==> config.mk <==
export PLATFORM = sky130hd
export DESIGN_NAME = fakeram7_port_adapter
export DESIGN_NICKNAME = d
export VERILOG_FILES = /design/src/rtl/fakeram7_adapter_pkg.sv /design/src/rtl/fakeram7_adapter_resp_fifo.sv /design/src/rtl/fakeram7_port_adapter.sv
export SDC_FILE = /design/constraint.sdc
export NUM_CORES = 1
export LEC_CHECK = 0
export CAP_MARGIN = 10
export CORE_MARGIN = 3
export CORE_UTILIZATION = 30
export DETAILED_ROUTE_END_ITERATION = 7
export PLACE_DENSITY = 0.72
export SYNTH_ARGS = -nofsm -noshare
export SYNTH_HDL_FRONTEND = slang
export SYNTH_SLANG_ARGS = --single-unit
==> constraint.sdc <==
create_clock -name clk -period 5.45 [get_ports clk]
set_input_delay 0.545 -clock clk [delete_from_list [all_inputs] [get_ports clk]]
set_output_delay 0.545 -clock clk [all_outputs]
set_load 0.02 [all_outputs]
==> src/rtl/fakeram7_adapter_pkg.sv <==
// Shared types and sizing helpers for the fakeram7 port adapter and its response FIFO.
// Read by fakeram7_port_adapter.sv, whose write-ack option is FAKERAM7_ADAPTER_WACK_EN.
package fakeram7_adapter_pkg;

    // Widest data path a response entry can carry; the adapter's BITS must not exceed it.
    localparam int RESP_DATA_W = 32;

    typedef struct packed {
        logic [RESP_DATA_W-1:0] rdata;
        logic                   is_wr;
    } resp_entry_t;

    // Bits needed to count 0..depth inclusive.
    function automatic int occ_width(input int depth);
        return $clog2(depth + 1);
    endfunction

    function automatic int ptr_width(input int depth);
        return (depth > 1) ? $clog2(depth) : 1;
    endfunction

endpackage

==> src/rtl/fakeram7_adapter_resp_fifo.sv <==
// Circular response FIFO: holds captured macro read data (and write acks) until the
// consumer takes them. Head entry is presented combinationally.
module fakeram7_adapter_resp_fifo
    import fakeram7_adapter_pkg::*;
#(
    parameter int DEPTH = 3
) (
    input  logic                         clk,
    input  logic                         rst_n,
    input  logic                         push,
    input  resp_entry_t                  push_entry,
    input  logic                         pop,
    output resp_entry_t                  head_entry,
    output logic                         valid,
    output logic [occ_width(DEPTH)-1:0]  count
);

    localparam int CW = occ_width(DEPTH);
    localparam int PW = ptr_width(DEPTH);

    resp_entry_t   mem [DEPTH];
    logic [PW-1:0] head;
    logic [PW-1:0] tail;
    logic          full;

    function automatic logic [PW-1:0] next_ptr(input logic [PW-1:0] p);
        return (p == PW'(DEPTH - 1)) ? '0 : p + PW'(1);
    endfunction

    always_ff @(posedge clk or negedge rst_n) begin
        if (!rst_n) begin
            head  <= '0;
            tail  <= '0;
            count <= '0;
        end else begin
            if (push) begin
                tail <= next_ptr(tail);
            end
            if (pop) begin
                head <= next_ptr(head);
            end
            case ({push, pop})
                2'b10:   count <= count + CW'(1);
                2'b01:   count <= count - CW'(1);
                default: count <= count;
            endcase
        end
    end

    // Storage needs no reset; valid gates every use of it.
    always_ff @(posedge clk) begin
        if (push) begin
            mem[tail] <= push_entry;
        end
    end

    assign valid      = (count != '0);
    assign full       = (count == CW'(DEPTH));
    assign head_entry = mem[head];

    assert property (@(posedge clk) disable iff (!rst_n) !(push && !pop && full));
    assert property (@(posedge clk) disable iff (!rst_n) !(pop && !valid));

endmodule

==> src/rtl/fakeram7_port_adapter.sv <==
// Valid/ready front-end for one port of a fakeram7 dual-port macro: drives the macro
// pins and buffers read data. Define FAKERAM7_ADAPTER_WACK_EN to also acknowledge writes.
module fakeram7_port_adapter
    import fakeram7_adapter_pkg::*;
#(
    parameter int BITS       = 32,
    parameter int ADDR_WIDTH = 9,
    parameter int RESP_DEPTH = 3
) (
    input  logic                  clk,
    input  logic                  rst_n,
    input  logic                  req_valid,
    output logic                  req_ready,
    input  logic                  req_we,
    input  logic [ADDR_WIDTH-1:0] req_addr,
    input  logic [BITS-1:0]       req_wdata,
    input  logic [BITS-1:0]       req_wmask,
    output logic                  resp_valid,
    input  logic                  resp_ready,
    output logic [BITS-1:0]       resp_rdata,
`ifdef FAKERAM7_ADAPTER_WACK_EN
    output logic                  resp_is_wr,
`endif
    output logic                  sram_ce,
    output logic                  sram_we,
    output logic [ADDR_WIDTH-1:0] sram_addr,
    output logic [BITS-1:0]       sram_wd,
    output logic [BITS-1:0]       sram_wmask,
    input  logic [BITS-1:0]       sram_rd
);

    localparam int CW = occ_width(RESP_DEPTH);

    logic          running;
    logic          accept;
    logic          credit_ok;
    logic          inflight;
    logic          inflight_wr;
    logic          pop;
    logic          fifo_valid;
    logic [CW-1:0] fifo_count;
    logic [CW-1:0] occ;
    resp_entry_t   push_entry;
    resp_entry_t   head_entry;

    // Holds req_ready low for the first cycle after reset release.
    always_ff @(posedge clk or negedge rst_n) begin
        if (!rst_n) begin
            running <= 1'b0;
        end else begin
            running <= 1'b1;
        end
    end

    // A same-cycle pop is not credited, keeping resp_ready off the req_ready path.
    assign occ       = fifo_count + CW'(inflight);
    assign credit_ok = (occ < CW'(RESP_DEPTH));

`ifdef FAKERAM7_ADAPTER_WACK_EN
    assign req_ready = running & credit_ok;
`else
    assign req_ready = running & (req_we | credit_ok);
`endif

    assign accept = req_valid & req_ready;

    // Pins are forced to zero whenever the macro is not enabled.
    assign sram_ce    = accept;
    assign sram_we    = accept & req_we;
    assign sram_addr  = accept ? req_addr  : '0;
    assign sram_wd    = accept ? req_wdata : '0;
    assign sram_wmask = accept ? req_wmask : '0;

    always_ff @(posedge clk or negedge rst_n) begin
        if (!rst_n) begin
            inflight    <= 1'b0;
            inflight_wr <= 1'b0;
        end else begin
`ifdef FAKERAM7_ADAPTER_WACK_EN
            inflight    <= accept;
            inflight_wr <= accept & req_we;
`else
            inflight    <= accept & ~req_we;
            inflight_wr <= 1'b0;
`endif
        end
    end

    always_comb begin
        push_entry       = '0;
        push_entry.rdata = RESP_DATA_W'(sram_rd);
        push_entry.is_wr = inflight_wr;
    end

    fakeram7_adapter_resp_fifo #(
        .DEPTH (RESP_DEPTH)
    ) u_resp_fifo (
        .clk        (clk),
        .rst_n      (rst_n),
        .push       (inflight),
        .push_entry (push_entry),
        .pop        (pop),
        .head_entry (head_entry),
        .valid      (fifo_valid),
        .count      (fifo_count)
    );

    assign pop        = fifo_valid & resp_ready;
    assign resp_valid = fifo_valid;
    // Write acks store whatever rd_out showed; their data is zeroed on the way out.
    assign resp_rdata = head_entry.is_wr ? '0 : BITS'(head_entry.rdata);

`ifdef FAKERAM7_ADAPTER_WACK_EN
    assign resp_is_wr = head_entry.is_wr;
`endif

endmodule

==> results of run 1 <==
-- power by group through the flow --
stage               clock [uW]  sequential (uW)  combinational [uW]
CTS                        613             1090                 966
detailed placement           0             1110                 959
finish                     596             1080                 951
global placement             0             1100                 955
floorplan                    0              983                 589
global route               646             1100                1010
-- worst max-delay path by stage --
| stage | start | end | slack (ps) | cells past startpoint |
|---|---|---|---|---|
| 3_3_place_gp | req_valid | sram_wmask[27] | 1980 | 6 |
| 6_report | u_resp_fifo.count[0] | sram_addr[2] | 1780 | 6 |
| 4_1_cts | u_resp_fifo.count[0] | sram_wmask[24] | 1750 | 6 |
| 5_1_grt | u_resp_fifo.count[0] | sram_wmask[24] | 1560 | 6 |
| 2_1_floorplan | inflight | u_resp_fifo.mem[2][0] | 2160 | 2 |
| 3_5_place_dp | req_valid | sram_wmask[24] | 1870 | 6 |
-- placed cells by master (no fill, tap or decap) --
master and count:
sky130_fd_sc_hd__clkdlybuf4s50_1 218, sky130_fd_sc_hd__inv_1 4, sky130_fd_sc_hd__a21o_1 3, sky130_fd_sc_hd__edfxtp_1 96, sky130_fd_sc_hd__and2_4 50, sky130_fd_sc_hd__ha_1 2
sky130_fd_sc_hd__inv_8 1, sky130_fd_sc_hd__inv_6 1, sky130_fd_sc_hd__nor2_1 2, sky130_fd_sc_hd__clkinv_1 1, sky130_fd_sc_hd__nor2_4 1, sky130_fd_sc_hd__a31oi_1 1
sky130_fd_sc_hd__nor3_1 1, sky130_fd_sc_hd__a31oi_4 1, sky130_fd_sc_hd__clkinv_4 3, sky130_fd_sc_hd__dfrtp_1 6, sky130_fd_sc_hd__clkbuf_16 9, sky130_fd_sc_hd__conb_1 1
sky130_fd_sc_hd__nand2_1 36, sky130_fd_sc_hd__clkinv_2 1, sky130_fd_sc_hd__xor2_1 2, sky130_fd_sc_hd__nor3_2 1, sky130_fd_sc_hd__or2_2 1, sky130_fd_sc_hd__xnor2_1 2
sky130_fd_sc_hd__dfrtp_2 2, sky130_fd_sc_hd__mux2i_1 32, sky130_fd_sc_hd__and2_1 24, sky130_fd_sc_hd__o21ai_0 34, sky130_fd_sc_hd__buf_4 5, sky130_fd_sc_hd__nor3b_2 1
-- per-stage QoR --
| step | setup WS, ps | hold slack (ps) | utilization | power (uW) |
|---|---|---|---|---|
| after floorplan | 2160 | 249 | - | 1570 |
| after global placement | 1980 | 526 | 0.471 | 2060 |
| after detailed placement | 1870 | 533 | 0.471 | 2070 |
| after CTS | 1750 | 498 | 0.491 | 2670 |
| after global routing | 1560 | 517 | 0.491 | 2760 |
| final | 1780 | 509 | 0.491 | 2630 |
-- layer usage --
| metal | part of all wire | wire [um] | up-vias | GRT usage |
|---|---|---|---|---|
| li1 | - | - | 1554 | - |
| met1 | 0.40 | 4940 | 1525 | 0.156 |
| met2 | 0.52 | 6420 | 132 | 0.264 |
| met3 | 0.075 | 932 | 12 | 0.0396 |
| met4 | 0.013 | 157 | 0 | 0.0348 |
| met5 | 0 | 0 | - | 0 |
-- worst max-delay path, cell delays in order (launching register included) --
cell	delay [ps]
sky130_fd_sc_hd__dfrtp_1	440
sky130_fd_sc_hd__ha_1	210
sky130_fd_sc_hd__xor2_1	180
sky130_fd_sc_hd__a31oi_4	610
sky130_fd_sc_hd__buf_4	520
sky130_fd_sc_hd__and2_1	200
sky130_fd_sc_hd__clkdlybuf4s50_1	620
-- layout make-up --
class,count,share of cell area
inverter,4,0.00208
tap,184,0.0319
timing repair buffer,223,0.308
sequential,104,0.428
clock buffer,9,0.0312
multi-input combinational,195,0.191
clock inverter,7,0.00763
-- state kept, by name, indices dropped and copies added, names as in the netlist --
signal,count
inflight,1
u_resp_fifo.count,2
running,1
u_resp_fifo.tail,2
u_resp_fifo.head,2
u_resp_fifo.mem,96
-- logic make-up after synthesis --
family,count (synthesis)
other,1
xor gates and xnor gates,4
adders and majority gates,2
DFF,104
and+or+nand+nor,117
AOI/OAI and AO/OA,39
buffers and inverters,23
muxes,32
==> reports/results.txt, run 1 <==
The average detailed-routed wire length per instance is 17.1 um, and the sequential share of power is 0.412. The simple-gate area share of the yosys netlist is 0.166. The count of filler cells inserted in the layout was 1269. The pin slew with the least headroom to its limit came out at 1060 ps. After synthesis, the largest family of logic cells by area is simple AND/OR/NAND/NOR gates.

In this run the worst path has a maximum fanout of 51. The number of nets handed over by synthesis was 434. Counting instances in the post-synthesis netlist gives the leading cell types as sky130_fd_sc_hd__edfxtp_1, sky130_fd_sc_hd__and2_4, sky130_fd_sc_hd__nand2_1. Count of flip-flops with a built-in enable after synthesis: 96.

Setup repair after global routing left no endpoint under its margin. The Yosys step of the flow raised 0 warnings. The area taken by flip-flops and latches came out at 3090 sq um. The area of the multi-input gates was 1380 sq um; the effective utilization at floorplan was 0.311. The initialized floorplan defines 44 standard-cell rows. The tools report the proportion of power drawn by the clock network as 0.227. Entering global routing, the biggest net connects 68 pins.

TritonCTS built the clock tree. The repair_antennas step left the layout with diodes totalling 0. The worst path needs 3670 ps of the cycle, external delays included. The worst setup path is launched from a flop.

Yosys attributes the largest share of cell area to sky130_fd_sc_hd__edfxtp_1, sky130_fd_sc_hd__and2_4, sky130_fd_sc_hd__mux2i_1. From left edge to right edge, the die measures 129 um. No sink is reached through more buffers than the 2 on the longest clock path. Summing every instance area after synthesis gives 4570 sq um. The cell at the root of the clock tree is sky130_fd_sc_hd__clkbuf_16. Data on the critical path is required at its endpoint by 4910 ps. The relative slew slack was 0.295.

The congestion estimate from routability-driven global placement came to 0.783. Multiplexer area fraction after synthesis: 0.0700. CTS saw 104 sinks. The number of maximum-capacitance violations is 0, and the via-per-instance ratio is 4.44. At the later pin of the worst-skew pair, clock insertion delay measures 340 ps. Clock buffer count from CTS: 9.

The synthesized netlist contains 22 unique library cells. The first global-routing pass estimated 17900 um of wire. The number of gates resized after CTS was 0. Detailed routing inserted a total of 3223 vias.

The fraction of layout cells with a size suffix above 1 came out at 0.142. In this run the power spent charging and discharging nets is 866 uW. The number of cells traversed by the worst register-to-register path is 5. Summing all placed instances gives a cell area of 6930 sq um. The overall global routing resource usage is 0.140. The most used standard cell by instance count after synthesis is sky130_fd_sc_hd__edfxtp_1. The number of antenna-violating nets in the routed design is 0, and the power density over cell area is 365 nW/um^2. The first routing iteration left 119 violations. VDD sags by at most 189 uV.

The critical register-to-register path endpoint was inflight. The fraction of post-synthesis cell area in the top cell type by area is 0.630, and the number of pins exceeding their max-slew limit in the final report is 0. The core region is 14700 sq um. Largest area contributor in the synthesized netlist: sky130_fd_sc_hd__edfxtp_1. The number of primary I/O pins is 219.

The worst hold path belongs to the class input pin to async pin. The average footprint of a synthesized cell is 14.2 sq um, and the HPWL after detailed placement is 8980 um. In this run, post-CTS hold repair placed 0 buffers.

The initial antenna violation count is 0. The final-report hold violation count was 0. The maximum achievable frequency came out at 0.273 GHz. The DRC violation count after routing was 0. The adder and majority gate portion of the synthesized area works out to 0.00547.

The post-CTS repair timing setup buffer count was 0. Counting flops and latches in the post-synthesis netlist gives 104. The cell area after layout is 7210 sq um. The category of the critical setup timing path was flop to output port. After detailed placement, the design holds a cell count of 710. The final period utilization is 0.673. The total length of routed wires was 12500 um; the register clock-pin slew on the reported worst setup and hold paths was 70 ps. Cell internal power was estimated by the tool at 1760 uW.

For this run, the post-layout net count is 649. CTS built an H-tree with a depth of 3. Number of buffers added on ports: 218. The worst setup path is captured at an output port. Summed over all layers, the global routing overflow is 0. The part of the Yosys area used for sequential elements was 0.674; the number of standard cells in the final layout excluding fillers was 726. The overall die height works out to 129 um. Relative to the synthesized area, the layout overhead comes to 57.6%. The logs give 0.362 for the part of the total power dissipated in combinational logic and 10.7 ps for the worst setup skew after layout.

The flow ran to the end, and the final reports show no timing, DRC or antenna violations. Startpoint of the worst-slack reg-to-reg timing path: u_resp_fifo.count[0]. Setup violations remaining at the end of the flow were counted as 0. Arrival time of data at the critical path endpoint: 3120 ps. The xor/xnor share of the synthesized area was 0.00766. The area of the die is 16800 sq um, and the total negative slack for setup checks is 0 ps. The proportion of synthesized flip-flops having asynchronous set or reset was 0.0769; the area fraction in compound gates after synthesis was 0.0462. Cell count after synthesis: 322.

In this run the register-to-register setup slack is 3220 ps. The pre-antenna-repair detailed-routing pass consisted of 4 iterations. For this design the static power due to leakage is 0.00258 uW. The fraction of power spent switching nets was 0.329.

In the synthesized netlist the dominant register cell turns out to be sky130_fd_sc_hd__edfxtp_1. The tools report the via count of the first global-routing pass as 3252.
(Power assumes the default switching activity.)
==> run 2: changes to the inputs <==
Clock period 5.45 ns to 3.54 ns, I/O delays scaled along.
==> reports/results.txt, run 2 (synthesis gave the netlist of run 1 again) <==
The fraction of layout cells with a size suffix above 1 is 0.142 (about the same), and the number of flip-flops in the largest register is 96 (unchanged). Most common library cell in the layout ignoring fill and taps: sky130_fd_sc_hd__clkdlybuf4s50_1 (unchanged). For the area of the die, the log shows 16800 sq um (unchanged).

TritonCTS built the clock tree. The relative slew slack was 0.278 (was 0.295). The data required time at the worst endpoint is 3190 ps (was 4910 ps).

The count of endpoints failing setup in the final report is 0 (unchanged), and the worst-case clock buffer depth is 2 (unchanged). The logs give 18300 um (was 17900 um) for the global-route wire length before repair and 330 ps (was 340 ps) for the clock latency on the worst-skew pair. The post-synthesis to final-layout area growth is 57.9% (was 57.6%), and the number of optimization iterations in the first detailed-route pass is 4 (unchanged).

Power density over cell area: 561 nW/um^2 (was 365 nW/um^2). Final period utilization: 0.828. The tools report the total length of routed wires as 12400 um (was 12500 um). Commonest cells after routing, fill and taps aside: sky130_fd_sc_hd__clkdlybuf4s50_1, sky130_fd_sc_hd__edfxtp_1, sky130_fd_sc_hd__and2_4 (unchanged). The number of cells traversed by the worst register-to-register path is 2 (was 5), and the residual overflow from global routing is 0 (unchanged). The count of antenna diodes in the layout is 0 (unchanged), and the end-of-flow core utilization is 0.491 (about the same). The tools report the DRC violation count after routing as 0 (unchanged).

Timing would allow up to 0.341 GHz. Average detailed-routed wire length per instance: 17.1 um (about the same). The HPWL after detailed placement was 9020 um (was 8980 um); the final-report hold violation count was 0 (unchanged). The number of H-tree branching levels was 3 (unchanged); the pin slew with the least headroom to its limit was 1080 ps (was 1060 ps). The flow ran to the end, and the final reports show no timing, DRC or antenna violations. The total negative slack for setup checks is 0 ps (unchanged). The area of the placeable core was 14700 sq um (unchanged); the stage delay of the slowest cell on the critical path was 620 ps (about the same).

The number of gates resized after CTS was 0 (unchanged). Setup repair after global routing left no endpoint under its margin. The hold buffer count at CTS is 0 (unchanged), and the width of the chip is 129 um (unchanged). The worst setup skew after layout came out at 6.82 ps (was 10.7 ps). The logs give 0.00257 uW (was 0.00258 uW) for the cell leakage power and 2580 ps (was 3120 ps) for the arrival time of data at the critical path endpoint. The via-per-instance ratio came out at 4.51 (was 4.44).

The logs give 0.143 (was 0.140) for the overall global routing resource usage and 650 (was 649) for the number of nets in the layout. For the initial antenna violation count, the log shows 0 (unchanged). Routability congestion estimate: 0.807 (was 0.783). The worst-path cell with the longest stage delay is sky130_fd_sc_hd__clkdlybuf4s50_1 (unchanged). The final critical-path setup slack is 609 ps (was 1780 ps).

Register clock-pin slew on the reported worst setup and hold paths: 70 ps (about the same). The run gives 68 (unchanged) as the largest net degree at the start of global routing. The effective utilization at floorplan was 0.311 (unchanged); the overall die height was 129 um (unchanged). The top register by number of flip-flops is u_resp_fifo.mem (unchanged). The worst min-delay path class was input pin to async pin (unchanged).

The site row count came out at 44 (unchanged). The worst setup timing slack at the placement stage is 895 ps (was 1870 ps). The maximum fanout count along the critical path is 48 (was 51).

The number of vias in the routed layout was 3277 (was 3223). The tools report the type of element launching the critical path as a flop (unchanged). Clock period minus worst slack: 2930 ps. The number of maximum-capacitance violations came out at 0 (unchanged). The tools report the endpoint kind of the worst setup timing path as an output port (unchanged).

The post-CTS repair timing setup buffer count came out at 0 (unchanged). Category of the critical setup timing path: flop to output port (unchanged). The number of pins exceeding their max-slew limit in the final report came out at 0 (unchanged). For the number of primary I/O pins, the log shows 219 (unchanged).

The worst IR drop on VDD is 357 uV (was 189 uV). Count of routing violations after the opening detailed-route iteration: 75 (was 119). The cell at the root of the clock tree was sky130_fd_sc_hd__clkbuf_16 (unchanged).

The number of buffers added on ports is 218 (unchanged), and the number of clock sinks is 104 (unchanged). The via count of the first global-routing pass was 3243 (was 3252). The tools report the number of antenna-violating nets in the routed design as 0 (unchanged). Ordered list of cells on the worst path: ha_1 -> xor2_1 -> a31oi_4 -> buf_4 -> and2_1 -> clkdlybuf4s50_1 (unchanged). The clock buffer count from CTS came out at 9 (unchanged).
[run 2: cell count changes in the layout (fill, tap and decap cells not counted)]
cell	previous run	this run
sky130_fd_sc_hd__clkinvlp_4	0	4
sky130_fd_sc_hd__clkinv_4	3	0
sky130_fd_sc_hd__clkbuf_1	0	2
sky130_fd_sc_hd__buf_12	0	1
sky130_fd_sc_hd__clkinv_1	1	0
sky130_fd_sc_hd__clkinv_2	1	0
sky130_fd_sc_hd__inv_6	1	0
[run 2: path summary, 6_finish.rpt]
path,startpoint,to,slack [ps]
hold / removal,rst_n,running,300
min in group clk,u_resp_fifo.count[1],u_resp_fifo.count[1],520
max in group asynchronous,rst_n,u_resp_fifo.head[0],2950
hold reg to reg,u_resp_fifo.count[1],u_resp_fifo.count[1],520
setup reg to reg,u_resp_fifo.tail[0],u_resp_fifo.mem[1][10],1810
setup / recovery,u_resp_fifo.count[0],sram_addr[2],610
[run 2: through the flow]
step / hold WS, ps / instance area, sq um / power (uW) / std cells
finish: 295 / 7220 / 4050 / 727
global route: 324 / 7220 / 4260 / 727
CTS: 303 / 7220 / 4110 / 727
detailed placement: 524 / 6950 / 3200 / 711
global placement: 516 / 6950 / 3190 / 711
floorplan: 58.4 / 4570 / 2420 / 322
[run 2: area by class of cell]
type                       instances  area [sq um]
clock buffer                      11           233
multi-input combinational        195          1380
sequential                       104          3090
timing repair buffer             224          2240
fill                            1262          7470
clock inverter                     5          41.3
tap                              184           230
inverter                           4          15.0
[run 2: per-layer routing]
layer / wire length [um] / vias to the layer above / GRT usage / part of all wire
met5: 0 / - / 0 / 0
met4: 262 / 0 / 0.0440 / 0.021
met3: 1060 / 14 / 0.0449 / 0.085
li1: - / 1554 / - / -
met2: 6480 / 151 / 0.265 / 0.52
met1: 4640 / 1558 / 0.155 / 0.37
[run 2: power breakdown]
group	internal (uW)	switching [uW]	total, uW
registers	1450	170	1620
clock network	482	418	900
logic	796	736	1530
[run 2: critical path: cells and delay by family, from the launching register on]
kind	cells	cell delay (ps)
flops	1	440
xor+xnor	1	170
buf+inv	2	1010
compound gates	1	200
fa+ha+maj	1	220
simple gates	1	190
==> run 3: changes to the inputs <==
Clock period 3.54 ns to 2.9 ns, I/O delays scaled along.
==> reports/results.txt, run 3 (synthesis gave the netlist of run 1 again) <==
The run finished with clean final reports. Worst min-delay path class: input pin to async pin (unchanged). The overall die height was 129 um (unchanged); the largest net degree at the start of global routing was 43 (was 68).

The tools report the total length of routed wires as 12800 um (was 12400 um). The cell leakage power is 0.00262 uW (was 0.00257 uW). The global-route wire length before repair is 18600 um (was 18300 um). The number of clock sinks was 104 (unchanged).

The area of the multi-input gates was 1390 sq um (was 1380 sq um). The register clock-pin slew on the reported worst setup and hold paths is 80 ps (was 70 ps), and the register-to-register setup slack is 1230 ps (was 1810 ps). The fraction of layout cells with a size suffix above 1 was 0.149 (was 0.142). The proportion of power drawn by the clock network came out at 0.242 (was 0.222). The area taken by flip-flops and latches was 3090 sq um (unchanged); the site row count was 44 (unchanged).

Type of element launching the critical path: a flop (unchanged). The area of the die is 16800 sq um (unchanged), and the number of flip-flops in the largest register is 96 (unchanged). The pin slew with the least headroom to its limit was 504 ps (was 1080 ps).

TritonCTS built the clock tree. Number of primary I/O pins: 219 (unchanged). For the cell area after layout, the log shows 7310 sq um (was 7220 sq um). The total negative slack for setup checks was 0 ps (unchanged); the width of the chip was 129 um (unchanged).

Setup repair after global routing left no endpoint under its margin. Maximum fanout count along the critical path: 42 (was 48). The average detailed-routed wire length per instance was 17.5 um (was 17.1 um); the count of filler cells inserted in the layout was 1266 (was 1262). The final period utilization works out to 0.956.

Based on the critical path, the design can be clocked at up to 0.361 GHz. The tools report the clock latency on the worst-skew pair as 340 ps (was 330 ps). The logs give 9330 um (was 9020 um) for the HPWL after detailed placement and 0 (unchanged) for the count of endpoints failing setup in the final report.

The fraction of power spent switching nets works out to 0.328 (was 0.327). The hold buffer count at CTS was 0 (unchanged); the final-report hold violation count was 0 (unchanged). Startpoint of the worst-slack reg-to-reg timing path: u_resp_fifo.count[0] (was u_resp_fifo.tail[0]). The routability congestion estimate is 0.936 (was 0.807). Family with the most delay on the worst path: buffers and inverters (unchanged). The area of the placeable core was 14700 sq um (unchanged). The number of buffers added on ports was 218 (unchanged); the number of maximum-capacitance violations was 0 (unchanged). Most common library cell in the layout ignoring fill and taps: sky130_fd_sc_hd__clkdlybuf4s50_1 (unchanged). The clock buffer count from CTS is 9 (unchanged).

The relative slew slack is 0.664 (was 0.278), and the overall global routing resource usage is 0.147 (was 0.143). The power density over cell area was 701 nW/um^2 (was 561 nW/um^2). The cell at the root of the clock tree was sky130_fd_sc_hd__clkbuf_16 (unchanged). The number of cells traversed by the worst register-to-register path was 5 (was 2).

The number of pins exceeding their max-slew limit in the final report is 0 (unchanged), and the combined buffer and inverter count along the critical path is 2 (unchanged). For the effective utilization at floorplan, the log shows 0.311 (unchanged). The arrival time of data at the critical path endpoint is 2480 ps (was 2580 ps), and the worst IR drop on VDD is 449 uV (was 357 uV).

The run gives 3386 (was 3243) as the via count of the first global-routing pass. The tools report the number of optimization iterations in the first detailed-route pass as 4 (unchanged). The number of antenna-violating nets in the routed design came out at 0 (unchanged). The run gives 3238 (was 3277) as the number of vias in the routed layout. The run gives 3440 uW (was 2730 uW) as the internal portion of total power. The top register by number of flip-flops is u_resp_fifo.mem (unchanged).

The run gives 1680 uW (was 1320 uW) as the reported net switching power. The run gives 0 (unchanged) as the initial antenna violation count. Commonest cells after routing, fill and taps aside: sky130_fd_sc_hd__clkdlybuf4s50_1, sky130_fd_sc_hd__edfxtp_1, sky130_fd_sc_hd__and2_4 (unchanged). The sequential share of power was 0.368 (was 0.400). The worst-path cell with the longest stage delay was sky130_fd_sc_hd__clkdlybuf4s50_1 (unchanged). The logs give 652 (was 650) for the number of nets in the layout and 0 (unchanged) for the residual overflow from global routing. The worst setup skew after layout was 8.77 ps (was 6.82 ps); the cell area after placement was 6980 sq um (was 6950 sq um). The logs give 0 (unchanged) for the DRC violation count after routing and 0.390 (was 0.378) for the part of the total power dissipated in combinational logic. The tools report the endpoint kind of the worst setup timing path as an output port (unchanged).

The critical register-to-register path endpoint is u_resp_fifo.count[1] (was u_resp_fifo.mem[1][10]). The run gives 2 (unchanged) as the worst-case clock buffer depth. The via-per-instance ratio is 4.44 (was 4.51). The clock period minus worst slack was 2770 ps; the count of routing violations after the opening detailed-route iteration was 114 (was 75). The post-synthesis to final-layout area growth was 59.7% (was 57.9%). The data required time at the worst endpoint is 2610 ps (was 3190 ps). The category of the critical setup timing path was flop to output port (unchanged).

Ordered list of cells on the worst path: ha_1 -> xor2_1 -> a31oi_4 -> buf_8 -> and2_4 -> clkdlybuf4s50_1 (was ha_1 -> xor2_1 -> a31oi_4 -> buf_4 -> and2_1 -> clkdlybuf4s50_1). For the count of antenna diodes in the layout, the log shows 0 (unchanged). Stage delay of the slowest cell on the critical path: 660 ps (was 620 ps).

Number of H-tree branching levels: 3 (unchanged).
## run 3: cell types whose count changed in the layout (fill, tap and decap cells not counted)
cell / before / now
sky130_fd_sc_hd__nor3b_4: 0 / 1
sky130_fd_sc_hd__nor3b_2: 1 / 0
sky130_fd_sc_hd__clkinv_4: 0 / 2
sky130_fd_sc_hd__clkinv_8: 0 / 1
sky130_fd_sc_hd__inv_6: 0 / 1
sky130_fd_sc_hd__buf_6: 0 / 1
sky130_fd_sc_hd__bufinv_16: 0 / 1
sky130_fd_sc_hd__clkinvlp_4: 4 / 1
sky130_fd_sc_hd__clkbuf_1: 2 / 0
sky130_fd_sc_hd__nor3_4: 0 / 1
sky130_fd_sc_hd__nor3_2: 1 / 0
sky130_fd_sc_hd__buf_8: 0 / 1
## run 3: how the worst max path moves through the flow
stage,startpoint,end,cells past startpoint
2_1_floorplan,u_resp_fifo.tail[0],u_resp_fifo.mem[1][0],2
3_3_place_gp,req_valid,sram_wmask[31],6
3_5_place_dp,req_valid,sram_wmask[9],6
4_1_cts,u_resp_fifo.count[0],sram_wmask[9],6
5_1_grt,u_resp_fifo.count[0],sram_wd[31],6
6_report,u_resp_fifo.count[0],sram_wmask[3],6
## run 3: metrics by stage
step | utilization | hold WS, ps | power, uW | worst slack, ps | cells
after floorplan | - | -5.59 | 2960 | 637 | 322
after global placement | 0.475 | 516 | 3910 | 378 | 713
after detailed placement | 0.475 | 521 | 3940 | 354 | 713
after CTS | 0.496 | 212 | 5190 | 5.14 | 729
after global routing | 0.497 | 247 | 5360 | 28.6 | 729
final | 0.497 | 217 | 5120 | 126 | 729
## run 3: routing by layer
| metal | vias up | global-route usage | wire (um) |
|---|---|---|---|
| li1 | 1560 | - | - |
| met1 | 1524 | 0.158 | 4890 |
| met2 | 142 | 0.280 | 6770 |
| met3 | 12 | 0.0338 | 871 |
| met4 | 0 | 0.0513 | 233 |
| met5 | - | 0 | 0 |
## run 3: final cells by class
class / count / area share
flip-flops and latches: 104 / 0.422
repair buffers: 226 / 0.310
multi-input cells: 195 / 0.191
well taps: 184 / 0.0315
clock buffers: 9 / 0.0308
clock inverters: 7 / 0.0125
inverters: 4 / 0.00206
## run 3: power groups by stage
stage	registers, uW	clock network, uW	logic [uW]
2_1_floorplan	1850	0	1110
3_3_place_gp	1910	0	2000
3_5_place_dp	1920	0	2020
4_1_cts	1890	1280	2030
5_1_grt	1900	1330	2130
6_report	1880	1240	2000
## run 3: repair_timing
item,CTS,global route
buffers inserted,0,0
endpoints found under the hold margin,0,0
endpoints found under the setup margin,0,57
gates resized for setup,0,3
